===== src/rtl/latency_pipe_sched.sv =====
// rtl/latency_pipe_sched.sv - credit-guarded arbiter sharing one fixed-latency pipe, show-ahead output FIFO
// Build option: define LATPIPE_SCHED_FIXED_PRIO_EN for fixed-priority (lowest index wins) arbitration.
module latency_pipe_sched #(
  parameter int NUM_REQ      = 2,
  parameter int DATA_WIDTH   = 64,
  parameter int NUM_DELAY    = 5,
  parameter int MAX_INFLIGHT = 8
) (
  input  logic                              clk,
  input  logic                              rst,
  input  logic [NUM_REQ-1:0]                req_valid,
  input  logic [NUM_REQ*DATA_WIDTH-1:0]     req_data,
  output logic [NUM_REQ-1:0]                req_ready,
  output logic                              rsp_valid,
  output logic [DATA_WIDTH-1:0]             rsp_data,
  output logic [$clog2(NUM_REQ)-1:0]        rsp_src,
  input  logic                              rsp_ready,
  output logic [$clog2(MAX_INFLIGHT+1)-1:0] inflight_cnt
);

  localparam int SRC_W = $clog2(NUM_REQ);
  localparam int CNT_W = $clog2(MAX_INFLIGHT + 1);
  localparam int PTR_W = (MAX_INFLIGHT > 1) ? $clog2(MAX_INFLIGHT) : 1;

  logic                  can_issue;
  logic                  grant_any;
  logic [SRC_W-1:0]      grant_idx;
  logic [DATA_WIDTH-1:0] grant_data;
  logic                  pop;
  logic                  wr;
  logic                  head_load;
  logic                  mem_pop;
  logic                  wr_to_mem;
  logic                  fifo_full;

  logic                  stage_valid [NUM_DELAY];
  logic [SRC_W-1:0]      stage_src   [NUM_DELAY];
  logic [DATA_WIDTH-1:0] stage_data  [NUM_DELAY];

  logic [DATA_WIDTH-1:0] mem_data [MAX_INFLIGHT];
  logic [SRC_W-1:0]      mem_src  [MAX_INFLIGHT];
  logic [PTR_W-1:0]      wr_ptr;
  logic [PTR_W-1:0]      rd_ptr;
  logic [CNT_W-1:0]      mem_cnt;

`ifndef LATPIPE_SCHED_FIXED_PRIO_EN
  logic [SRC_W-1:0]      rr_ptr;
`endif

  function automatic logic [PTR_W-1:0] ptr_inc(input logic [PTR_W-1:0] p);
    return (p == PTR_W'(MAX_INFLIGHT - 1)) ? '0 : p + 1'b1;
  endfunction

  // Credits cover pipe + FIFO; a pop frees its credit only from the next cycle on.
  assign can_issue = (inflight_cnt < CNT_W'(MAX_INFLIGHT));
  assign pop       = rsp_valid & rsp_ready;
  assign wr        = stage_valid[NUM_DELAY-1];

  // Pick at most one requester per cycle and expose the grant as req_ready.
  always_comb begin
    grant_any  = 1'b0;
    grant_idx  = '0;
    grant_data = '0;
    req_ready  = '0;
    if (!rst && can_issue) begin
`ifdef LATPIPE_SCHED_FIXED_PRIO_EN
      for (int i = NUM_REQ - 1; i >= 0; i--) begin
        if (req_valid[i]) begin
          grant_any  = 1'b1;
          grant_idx  = SRC_W'(i);
          grant_data = req_data[i*DATA_WIDTH +: DATA_WIDTH];
        end
      end
`else
      for (int k = 0; k < NUM_REQ; k++) begin
        if (!grant_any && req_valid[(int'(rr_ptr) + k) % NUM_REQ]) begin
          grant_any  = 1'b1;
          grant_idx  = SRC_W'((int'(rr_ptr) + k) % NUM_REQ);
          grant_data = req_data[((int'(rr_ptr) + k) % NUM_REQ)*DATA_WIDTH +: DATA_WIDTH];
        end
      end
`endif
      if (grant_any) req_ready[grant_idx] = 1'b1;
    end
  end

`ifndef LATPIPE_SCHED_FIXED_PRIO_EN
  // Round-robin pointer moves just past the last granted requester.
  always_ff @(posedge clk) begin
    if (rst) rr_ptr <= '0;
    else if (grant_any)
      rr_ptr <= (int'(grant_idx) == NUM_REQ - 1) ? '0 : grant_idx + 1'b1;
  end
`endif

  // Non-stallable delay line: every stage advances every cycle.
  always_ff @(posedge clk) begin
    if (rst) begin
      for (int i = 0; i < NUM_DELAY; i++) begin
        stage_valid[i] <= 1'b0;
        stage_src[i]   <= '0;
        stage_data[i]  <= '0;
      end
    end else begin
      stage_valid[0] <= grant_any;
      stage_src[0]   <= grant_idx;
      stage_data[0]  <= grant_data;
      for (int i = 1; i < NUM_DELAY; i++) begin
        stage_valid[i] <= stage_valid[i-1];
        stage_src[i]   <= stage_src[i-1];
        stage_data[i]  <= stage_data[i-1];
      end
    end
  end

  // The head lives in the rsp_* registers; the array holds entries queued behind it.
  assign head_load = !rsp_valid || pop;
  assign mem_pop   = head_load && (mem_cnt != '0);
  assign wr_to_mem = wr && !(head_load && (mem_cnt == '0));
  assign fifo_full = (mem_cnt + CNT_W'(rsp_valid)) == CNT_W'(MAX_INFLIGHT);

  // Head register refill and storage pointers; data/src hold when the FIFO drains.
  always_ff @(posedge clk) begin
    if (rst) begin
      rsp_valid <= 1'b0;
      rsp_data  <= '0;
      rsp_src   <= '0;
      wr_ptr    <= '0;
      rd_ptr    <= '0;
      mem_cnt   <= '0;
    end else begin
      if (head_load) begin
        if (mem_cnt != '0) begin
          rsp_valid <= 1'b1;
          rsp_data  <= mem_data[rd_ptr];
          rsp_src   <= mem_src[rd_ptr];
          rd_ptr    <= ptr_inc(rd_ptr);
        end else if (wr) begin
          rsp_valid <= 1'b1;
          rsp_data  <= stage_data[NUM_DELAY-1];
          rsp_src   <= stage_src[NUM_DELAY-1];
        end else begin
          rsp_valid <= 1'b0;
        end
      end
      if (wr_to_mem) wr_ptr <= ptr_inc(wr_ptr);
      mem_cnt <= mem_cnt + CNT_W'(wr_to_mem) - CNT_W'(mem_pop);
    end
  end

  // FIFO storage array write port.
  always_ff @(posedge clk) begin
    if (wr_to_mem) begin
      mem_data[wr_ptr] <= stage_data[NUM_DELAY-1];
      mem_src[wr_ptr]  <= stage_src[NUM_DELAY-1];
    end
  end

  // Entries in pipe + FIFO: +1 per accept, -1 per pop.
  always_ff @(posedge clk) begin
    if (rst) inflight_cnt <= '0;
    else if (grant_any && !pop) inflight_cnt <= inflight_cnt + 1'b1;
    else if (!grant_any && pop) inflight_cnt <= inflight_cnt - 1'b1;
  end

`ifndef SYNTHESIS
  // Credits make this unreachable; a write into a full FIFO means the credit logic broke.
  always_ff @(posedge clk) begin
    if (!rst && wr && fifo_full) $error("latency_pipe_sched: write to full output FIFO");
  end
`endif

endmodule


===== config.mk =====
export PLATFORM = sky130hd
export DESIGN_NAME = latency_pipe_sched
export DESIGN_NICKNAME = d
export VERILOG_FILES = /design/src/rtl/latency_pipe_sched.sv
export SDC_FILE = /design/constraint.sdc
export NUM_CORES = 1
export LEC_CHECK = 0
export ABC_AREA = 1
export CORE_MARGIN = 2
export CORE_UTILIZATION = 44
export CTS_BUF_LIST = sky130_fd_sc_hd__clkbuf_4
export DETAILED_ROUTE_END_ITERATION = 12
export GPL_TIMING_DRIVEN = 0
export SLEW_MARGIN = 20
export SYNTH_ARGS = -nofsm -noshare
export SYNTH_HDL_FRONTEND = slang
export SYNTH_SLANG_ARGS = --single-unit

===== constraint.sdc =====
create_clock -name clk -period 6.6 [get_ports clk]
set_input_delay 1.65 -clock clk [delete_from_list [all_inputs] [get_ports clk]]
set_output_delay 1.65 -clock clk [all_outputs]
set_load 0.02 [all_outputs]

==> impl_metrics.yaml <==
power:
  irDropWorstVdd_uv: 201
  p_per_area_nw_per_um2: 385
  power_uw: 16400
  leakage_uw: 0.0170
route:
  drcViolationCount: 0
  postRouteAntennaNets: 0
  wl_um: 89900
  drt_iter0_drc: 1795
  wl_per_cell_um: 16.7
  drtPass1Iterations: 5
  vias: 25410
  via_per_inst: 4.72
floorplanning:
  core_area_sq_um: 80300
  initial_core_util_pct: 44.4
  dieWidth_um: 288
  num_rows: 104
  die_area_sq_um: 83200
  io-pin-count: 205
  die_h_um: 288
critical_path:
  crit_type: "primary input to output port"
  r2r_slack_ns: 3.80
  end_kind: "output port"
  reg2reg_to: "mem_data[4][9]$_DFFE_PP_"
  ff2ff_path_depth: 10
  worstReg2RegStart: "rsp_valid$_SDFFE_PP0P_"
  worstPathArrival_ns: 3.27
  worstPathRequired_ns: 4.95
  cp-start-kind: "primary input"
  path_max_fanout: 4
yosys:
  synth_top_cell_by_area: "edfxtp_1"
  async_flop_share_pct: 0
  synth-compound-area-share_pct: 4.97
  synth_top_area_share_pct: 43.8
  synth_area_per_cell_sq_um: 9.67
  synth_top_family_by_area: "simple AND/OR/NAND/NOR gates"
  ys_top_cells_by_area: "edfxtp_1, dfxtp_1, nand2_1, nand3_1, inv_1"
  synth_seq_cells: 934
  synth_xor_area_share_pct: 0.0984
  syn_area_sq_um: 35600
  ys_warn_count: 0
  muxShareOfSynthArea_pct: 0
  synthFlopType: "edfxtp_1"
  synthDistinctLibCells: 28
  synth_cells: 3683
  synth_edf_count: 520
  synthSimpleGateAreaFrac_pct: 19.9
  synth_fa_ha_area_share_pct: 0.534
  yosysSeqAreaShare_pct: 67.1
  synth.net_count: 3830
sta:
  worst_slew_pin_slew_ns: 0.900
  min_period_over_period_pct: 74.6
  slew-limit-headroom_pct: 40.0
  post-route-min-period_ns: 4.92
  slew_viol_final: 0
  setup_tns_ns: 0
  rsz0062_at_grt: "no"
  finClkSkew_ns: 0.0602
  finalHoldViolCount: 0
  fmax_mhz: 203
  finalSetupViolations: 0
cells_and_area:
  areaGrowthSynthToFinish_pct: 19.8
  num-fill-cells: 7295
  final_common_cell: "nand2_1"
  final_cells: 5383
  layout_common_cells: "nand2_1, edfxtp_1, inv_1, dfxtp_1, nand3_1"
  drive_above_1_share_pct: 12.5
  nets: 4285
clocking:
  root_buffer: "clkbuf_4"
  htree_levels: 4
  cts.path.max_buffers: 3
  clk_latency_ns: 1.04
  clk_pin_slew_ns: 0.06
  cts_setup_buffers: 0
  ctsHoldBuffers: 0
  numCtsBuffers: 224
  cts_tree: "done"
  clock_sinks: 934
  post_cts_resize_count: 0
global_route:
  grt_pass1_vias: 24652
  grt_antenna_before_repair: 2
  track_usage_pct: 21.7
  grt_start_max_net_pins: 25
  overflow: 0
  grt_pass1_wl_um: 138000
placement:
  dp_hpwl_um: 60300
  io_buffer_count: 203
  place_congestion: 0.831
  placed_cells: 4972
worst_hold_path:
  min_path_cells: 2
  hold_path_class: "flop to flop"
  holdCritStartpoint: "stage_data[0][242]$_SDFF_PP0_"
  hold_end: "stage_data[0][306]$_SDFF_PP0_"
job:
  timing.max_cap.violations: 0
outcome:
  status: "complete, no violations"
how the worst max path moves through the flow:
| stage | cells after the start | start | slack, ns | to |
|---|---|---|---|---|
| after floorplan | 6 | rsp_ready | 1.05 | mem_data[0][0]$_DFFE_PP_ |
| after global routing | 4 | req_valid[1] | 1.61 | req_ready[1] |
| final | 4 | req_valid[1] | 1.68 | req_ready[1] |
| after detailed placement | 4 | req_valid[1] | 1.73 | req_ready[1] |
| after global placement | 7 | rsp_ready | -2.30 | mem_data[2][3]$_DFFE_PP_ |
| after CTS | 4 | req_valid[1] | 1.70 | req_ready[1] |
final cells by class:
cell class,instances,area [sq um],area share (%)
sequential,934,23900,56.0
multi-input combinational,2112,9130,21.4
clock buffer,369,2770,6.50
timing repair buffer,229,2650,6.21
inverter,422,1590,3.72
tap,1060,1330,3.11
buffer,215,1050,2.47
clock inverter,41,231,0.543
antenna,1,2.50,0.00587
synthesized netlist by cell type, types with 3 or more instances:
library cell	number
nor2_1	294
nand3_1	393
nand2_1	1058
buf_2	80
buf_1	18
buf_4	33
buf_6	3
inv_2	4
o21ai_0	135
edfxtp_1	520
dfxtp_1	414
inv_1	417
ha_1	12
clkbuf_1	81
a21oi_1	202
through the flow:
stage	hold slack [ns]	util, %	worst slack (ns)	cell area (sq um)
CTS	0.372	53.1	1.70	42600
global placement	0.391	48.5	-2.30	39000
detailed placement	0.392	49.4	1.73	39600
floorplan	0.388	-	1.05	35600
global route	0.390	53.1	1.61	42600
finish	0.366	53.1	1.68	42600
cells by family (layout without fill, tap and decap cells):
group / after synthesis / in the layout
and+or+nand+nor: 1748 / 1748
other: 0 / 1
AOI/OAI and AO/OA: 346 / 346
DFF: 934 / 934
buffers and inverters: 637 / 1276
xor gates and xnor gates: 4 / 4
adders and majority gates: 14 / 14
flip-flops by register name (all words and copies together) (netlist names), named ones only:
| name | flops |
|---|---|
| rsp_valid | 1 |
| stage_data | 320 |
| inflight_cnt | 4 |
| stage_src | 5 |
| stage_valid | 5 |
| mem_src | 8 |
| rsp_src | 1 |
| rd_ptr | 3 |
| mem_cnt | 4 |
| rsp_data | 64 |
| mem_data | 512 |
| wr_ptr | 3 |
| rr_ptr | 1 |
power breakdown:
group	internal [uW]	switching, uW	total, uW
Combinational	1630	3350	4980
Sequential	6440	207	6650
Clock	2580	2200	4780
worst max-delay path, cell delays in order:
cell,delay [ns]
clkdlybuf4s50_1,0.59
inv_1,0.11
a211oi_1,0.25
clkdlybuf4s50_1,0.67
metal layers:
layer | wire, um | global-route usage, % | part of all wire (%)
met1 | 39600 | 29.2 | 44
met2 | 41600 | 34.9 | 46
met3 | 6510 | 4.41 | 7.2
met4 | 2180 | 8.25 | 2.4
met5 | 12 | 0 | 0.013
No activity file was read; power rests on OpenSTA's default activity.
